## src/rtl/hr_nic_pkg.sv

```systemverilog
// Shared flit layout and widths for the hierarchical-ring network interface.
// Flit: [15] valid, [14:11] destination node, [10:0] payload.
package hr_nic_pkg;
  localparam int CONTROL_W     = 16;
  localparam int VALID_F       = 15;
  localparam int DEST_HI       = 14;
  localparam int DEST_LO       = 11;
  localparam int DEST_W        = DEST_HI - DEST_LO + 1;
  localparam int HR_DROP_CNT_W = 8;
endpackage

```

## src/rtl/hr_fifo.sv

```systemverilog
// Single-push/single-pop FIFO with registered count; head is the oldest entry.
module hr_fifo #(
  parameter int WIDTH = 16,
  parameter int DEPTH = 4
) (
  input  logic             clk,
  input  logic             rst,
  input  logic             push,
  input  logic [WIDTH-1:0] push_data,
  input  logic             pop,
  output logic             full,
  output logic             empty,
  output logic [WIDTH-1:0] head
);
  localparam int PW = $clog2(DEPTH);
  localparam int CW = PW + 1;
  localparam logic [CW-1:0] CAP = CW'(DEPTH);

  logic [WIDTH-1:0] mem_r [DEPTH];
  logic [PW-1:0]    wr_ptr_r, rd_ptr_r;
  logic [CW-1:0]    count_r;
  logic             do_push_s, do_pop_s;

  assign full      = (count_r == CAP);
  assign empty     = (count_r == CW'(0));
  assign head      = mem_r[rd_ptr_r];
  assign do_push_s = push & ~full;
  assign do_pop_s  = pop & ~empty;

  // Pointer and occupancy update
  always_ff @(posedge clk) begin
    if (rst) begin
      wr_ptr_r <= PW'(0);
      rd_ptr_r <= PW'(0);
      count_r  <= CW'(0);
    end else begin
      if (do_push_s) wr_ptr_r <= wr_ptr_r + PW'(1);
      if (do_pop_s)  rd_ptr_r <= rd_ptr_r + PW'(1);
      count_r <= count_r + CW'(do_push_s) - CW'(do_pop_s);
    end
  end

  // Storage array (contents are don't-care while empty)
  always_ff @(posedge clk) begin
    if (do_push_s) mem_r[wr_ptr_r] <= push_data;
  end
endmodule

```

## src/rtl/hr_nic.sv

```systemverilog
// Local-side NIC for one hierarchical-ring node: per-ring injection FIFOs held until
// the node acks, and a shared dual-write ejection FIFO with drop/misroute reporting.
module hr_nic
  import hr_nic_pkg::*;
#(
  parameter logic [DEST_W-1:0] addr = 4'b0010,
  parameter int INJ_DEPTH = 4,
  parameter int EJ_DEPTH  = 8
) (
  input  logic                     clk,
  input  logic                     rst,
  input  logic [CONTROL_W-1:0]     inj_flit_i,
  input  logic                     inj_valid_i,
  input  logic                     inj_ring_i,
  output logic                     inj_ready_o,
  output logic [CONTROL_W-1:0]     ring0_inj_o,
  output logic [CONTROL_W-1:0]     ring1_inj_o,
  input  logic                     ring0_ack_i,
  input  logic                     ring1_ack_i,
  input  logic [CONTROL_W-1:0]     ring0_ej_i,
  input  logic [CONTROL_W-1:0]     ring1_ej_i,
  output logic [CONTROL_W-1:0]     ej_flit_o,
  output logic                     ej_valid_o,
  input  logic                     ej_ready_i,
  output logic                     ej_drop_o,
  output logic                     ej_misroute_o,
  output logic [HR_DROP_CNT_W-1:0] ej_drop_cnt_o
);
  localparam int EJ_PW = $clog2(EJ_DEPTH);
  localparam int EJ_CW = EJ_PW + 1;
  localparam logic [EJ_CW-1:0] EJ_CAP = EJ_CW'(EJ_DEPTH);

  logic                 full0_s, full1_s, empty0_s, empty1_s;
  logic [CONTROL_W-1:0] head0_s, head1_s, inj_data_s;

  assign inj_data_s  = inj_flit_i | (CONTROL_W'(1) << VALID_F);
  assign inj_ready_o = inj_ring_i ? ~full1_s : ~full0_s;
  // Outputs depend only on FIFO state: the node's ack is combinational on them.
  assign ring0_inj_o = empty0_s ? CONTROL_W'(0) : head0_s;
  assign ring1_inj_o = empty1_s ? CONTROL_W'(0) : head1_s;

  hr_fifo #(.WIDTH(CONTROL_W), .DEPTH(INJ_DEPTH)) u_inj0 (
    .clk(clk), .rst(rst),
    .push(inj_valid_i & ~inj_ring_i), .push_data(inj_data_s), .pop(ring0_ack_i),
    .full(full0_s), .empty(empty0_s), .head(head0_s)
  );

  hr_fifo #(.WIDTH(CONTROL_W), .DEPTH(INJ_DEPTH)) u_inj1 (
    .clk(clk), .rst(rst),
    .push(inj_valid_i & inj_ring_i), .push_data(inj_data_s), .pop(ring1_ack_i),
    .full(full1_s), .empty(empty1_s), .head(head1_s)
  );

  logic [CONTROL_W-1:0]     ej_mem_r [EJ_DEPTH];
  logic [EJ_PW-1:0]         ej_wr_r, ej_rd_r, ej_wr1_s;
  logic [EJ_CW-1:0]         ej_cnt_r, ej_free_s;
  logic                     v0_s, v1_s, st0_s, st1_s, drop0_s, drop1_s, pop_s, mis_s;
  logic [HR_DROP_CNT_W:0]   drop_sum_s;
  logic                     drop_r, mis_r;
  logic [HR_DROP_CNT_W-1:0] drop_cnt_r;

  // Ejection admission: ring0 has priority on the last free slot
  always_comb begin
    v0_s      = ring0_ej_i[VALID_F];
    v1_s      = ring1_ej_i[VALID_F];
    ej_free_s = EJ_CAP - ej_cnt_r;
    st0_s     = v0_s && (ej_free_s != EJ_CW'(0));
    if (v0_s) begin
      st1_s = v1_s && (ej_free_s >= EJ_CW'(2));
    end else begin
      st1_s = v1_s && (ej_free_s != EJ_CW'(0));
    end
    drop0_s    = v0_s & ~st0_s;
    drop1_s    = v1_s & ~st1_s;
    ej_wr1_s   = st0_s ? ej_wr_r + EJ_PW'(1) : ej_wr_r;
    pop_s      = ej_ready_i && (ej_cnt_r != EJ_CW'(0));
    drop_sum_s = {1'b0, drop_cnt_r} + (HR_DROP_CNT_W+1)'(drop0_s) + (HR_DROP_CNT_W+1)'(drop1_s);
    mis_s      = (v0_s && (ring0_ej_i[DEST_HI:DEST_LO] != addr)) ||
                 (v1_s && (ring1_ej_i[DEST_HI:DEST_LO] != addr));
  end

  // Ejection pointers, occupancy and sticky status
  always_ff @(posedge clk) begin
    if (rst) begin
      ej_wr_r    <= EJ_PW'(0);
      ej_rd_r    <= EJ_PW'(0);
      ej_cnt_r   <= EJ_CW'(0);
      drop_r     <= 1'b0;
      mis_r      <= 1'b0;
      drop_cnt_r <= HR_DROP_CNT_W'(0);
    end else begin
      ej_wr_r  <= ej_wr_r + EJ_PW'(st0_s) + EJ_PW'(st1_s);
      if (pop_s) ej_rd_r <= ej_rd_r + EJ_PW'(1);
      ej_cnt_r <= ej_cnt_r + EJ_CW'(st0_s) + EJ_CW'(st1_s) - EJ_CW'(pop_s);
      if (drop0_s | drop1_s) drop_r <= 1'b1;
      if (mis_s) mis_r <= 1'b1;
      drop_cnt_r <= drop_sum_s[HR_DROP_CNT_W] ? {HR_DROP_CNT_W{1'b1}}
                                              : drop_sum_s[HR_DROP_CNT_W-1:0];
    end
  end

  // Ejection storage
  always_ff @(posedge clk) begin
    if (st0_s) ej_mem_r[ej_wr_r]  <= ring0_ej_i;
    if (st1_s) ej_mem_r[ej_wr1_s] <= ring1_ej_i;
  end

  assign ej_valid_o    = (ej_cnt_r != EJ_CW'(0));
  assign ej_flit_o     = ej_valid_o ? ej_mem_r[ej_rd_r] : CONTROL_W'(0);
  assign ej_drop_o     = drop_r;
  assign ej_misroute_o = mis_r;
  assign ej_drop_cnt_o = drop_cnt_r;
endmodule
```

## config.mk

```make
export PLATFORM = sky130hd
export DESIGN_NAME = hr_nic
export DESIGN_NICKNAME = d
export VERILOG_FILES = /design/src/rtl/hr_nic_pkg.sv /design/src/rtl/hr_fifo.sv /design/src/rtl/hr_nic.sv
export SDC_FILE = /design/constraint.sdc
export NUM_CORES = 1
export LEC_CHECK = 0
export ABC_CLOCK_PERIOD_IN_PS = 3600
export CORE_MARGIN = 2
export CORE_UTILIZATION = 49
export DETAILED_ROUTE_END_ITERATION = 8
export PLACE_DENSITY = 0.84
export SETUP_SLACK_MARGIN = 0.3
export SKIP_LAST_GASP = 1
export SLEW_MARGIN = 20
export SYNTH_ARGS = -nofsm -noshare
export SYNTH_HDL_FRONTEND = slang
export SYNTH_HIERARCHICAL = 1
export SYNTH_SLANG_ARGS = --single-unit
```

## constraint.sdc

```tcl
create_clock -name clk -period 3.6 [get_ports clk]
set_input_delay 1.08 -clock clk [delete_from_list [all_inputs] [get_ports clk]]
set_output_delay 1.08 -clock clk [all_outputs]
set_load 0.005 [all_outputs]
```

==> metrics <==
# nets final about 1,100; post-synthesis sequential area ratio 0.6118; first-pass GRT wire length 45.48 mm; total power 12.13 mW; clk buf depth 3; Setup Skew 0.01500 ns; FF-to-FF End ej_mem_r[7][1]; worst hold slack 0.4892 ns; Slew HR 0.2987; Pre-antenna DRT Iters 5; clk_lat worst skew 0.55 ns; fin crit period 3.356 ns; WP data required 2.52 ns; layout cells sized above 1 0.3362; CTS HTree Levels 1; Final Hold Fails 0; core area 27,860 um2; Setup CP Type flop to output port; Cell Chain, Critical Path buf_12 > buf_12 > buf_16 > buf_8 > mux4_2 > mux2i_1 > nor2_1 > buf_2; Max stage delay on crit path about 0.50 ns; die width between 150 and 200 um; P&R area growth vs syn 23.49%; area of the multi-input gates 5062 um2; RSZ-0062 raised after global routing yes; r2r startpoint ej_wr_r[0]; TritonCTS clock tree done; Detail Route Antenna Nets 0; startpoint types flop; Mapped Area 13,910 um2; Root Driver clkbuf_16; Die H between 150 and 200 um; FF-to-FF path depth 6; Die ar. 29,750 um2; crit-path most repeated cell buf_12; port bufs 113; Setup TNS Final 0 ns; async set-reset flop share out of synthesis 0; static leakage ~6.2 nW; Hold Path Origin ej_rd_r[1]; actual slew at the worst max-slew pin 1.052 ns; CTS clk-pin slew, worst paths ~0.060 ns; Clock Sink Count 297; DP Wirelength approximately 18 mm; Layout fillers 1,923; DR vias 8,108; Placer Congestion 0.8236; Rows 61; # setup viols final 0; Yosys reg bits 297; worst vdd ir 525.9 uV; power density over the cells 706.2 nW/um2; Post-synth EDFFs 256; Hold Crit Class flop to flop; Starting Density 0.4992; I/O pin count 115; Cells after Synth 848; crit path capture type output port; setup ws final 0.2441 ns; Yosys warnings 6; Reg area 8526 um2; pin count of the biggest net entering global routing 40; fin. max-slew vios 0; initial antenna violation count 1; Max FO, Critical Path 4; Max Cap Violations 0; Total Routing Usage GR 0.2040; Routed WL per cell 21.31 um; Crit-path slowest cell mux4_2; Post-route DRC 0; WHS Path Cells 2; Setup WS pre-CTS roughly 0.027 ns; FMAX 0.2980 GHz; Main synth FF type edfxtp_1; clock buffer count from CTS 31; delay-heaviest family, CP multiplexers; Bufs and invs on worst path 5; r2r setup slk 0.71 ns; period utilisation layout 0.9322; 1st-iter DRT viols 503; status finished, final reports clean; Cell variety after synth 60; Routed WL 30.66 mm; total grt overflow 0; CP arrival 2.28 ns; final core occ 0.6165; Synth Area per Inst roughly 16 um2; vias in the first global route 8,328; Vias/cell 5.634
cell families after synthesis:
kind of cell	synth area share
XOR/XNOR	0.01386
buffers and inverters	0.03032
AO/OA/AOI/OAI	0.03077
flip-flops	0.6118
adder cells (fa/ha/maj)	0.02933
AND/OR/NAND/NOR	0.06379
multiplexers	0.2199
other	0.0002696
metrics by stage:
| stage | instance area [um2] | cells |
|---|---|---|
| detailed placement | 15790 | 1346 |
| finish | 17170 | 1439 |
| floorplan | 13940 | 855 |
| global route | 17170 | 1437 |
| CTS | 17000 | 1424 |
| global placement | 15790 | 1346 |
worst max path at each step:
stage,start,endpoint,slack (ns),depth (start not counted)
2_1_floorplan,ring0_ej_i[15],ej_mem_r[3][0],-0.08,7
3_3_place_gp,ring0_ej_i[15],ej_mem_r[7][10],0.08,6
3_5_place_dp,ring0_ej_i[15],ej_mem_r[7][2],0.03,6
4_1_cts,flop,ej_flit_o[8],0.16,7
5_1_grt,flop,ej_flit_o[10],0.18,8
6_report,flop,ej_flit_o[10],0.24,8
cell type report:
class | count | area share
Clock buffer | 35 | 0.04604
Clock inverter | 21 | 0.006047
Multi-Input combinational cell | 483 | 0.2948
Sequential cell | 297 | 0.4964
Inverter | 31 | 0.006921
Antenna cell | 2 | 0.0002914
Tap cell | 378 | 0.02754
Timing Repair Buffer | 192 | 0.1220
repair_timing:
item / CTS / global route
gates cloned: 5 / 0
hold buffers: 0 / 0
hold endpoints to repair: 0 / 0
gates resized for setup: 83 / 40
buffers inserted: 17 / 13
pin swaps: 2 / 5
setup endpoints to repair: 50 / 33
layer usage:
layer,track usage,vias to the layer above,wire length [um],share of wire
met3,0.03433,66,2162,0.071
met5,0,-,0,0
met2,0.3673,343,15900,0.52
li1,-,3625,-,-
met1,0.2480,4074,11760,0.38
met4,0.07088,0,830,0.027
Yosys cell counts (14+ instances only):
master	count	area [um2]
inv_1	28	105.1
clkbuf_1	14	52.55
mux2_4	18	270.3
a21oi_1	21	105.1
edfxtp_1	256	7687
mux2_2	101	1137
nand3_1	15	75.07
ha_1	23	287.8
nand2_1	21	78.83
nor2b_1	43	269.0
mux4_2	62	1396
dfxtp_1	41	820.8
mux2i_1	19	190.2
nor2_1	40	150.1
flip-flops by register name (all words and copies together) (netlist names), 2 cells and up, named ones only:
name and count:
u_inj1/rd_ptr_r 2, u_inj1/count_r 3, ej_cnt_r 4, u_inj0/wr_ptr_r 2, u_inj0/rd_ptr_r 2, u_inj0/mem_r 64, u_inj0/count_r 3, ej_mem_r 128
ej_drop_cnt_o 8, u_inj1/mem_r 64, ej_rd_r 3, u_inj1/wr_ptr_r 2, ej_wr_r 3
cells in the final DEF, fill, tap and decap left out, types with 18 or more instances in the layout:
master / count
nor2b_1: 43
clkdlybuf4s50_1: 69
ha_1: 22
buf_12: 20
mux2_4: 18
nor2_1: 39
clkbuf_16: 31
mux4_2: 62
nand2_1: 21
dlymetal6s2s_1: 19
inv_1: 27
mux2_2: 101
buf_4: 45
a21oi_1: 21
dfxtp_1: 35
edfxtp_1: 256
where the power goes:
part	switching, mW	total, mW	leakage (nW)	internal [mW]
Sequential	0.250	4.60	2.67	4.35
Combinational	2.18	4.67	3.08	2.49
Clock	1.29	2.85	0.442	1.57
tightest hold or removal path, stage by stage, from the launching register on:
cell and delay, ns:
dfxtp_1 0.31, nand2_1 0.05, a21oi_1 0.07
No activity file was read; power rests on OpenSTA's default activity.
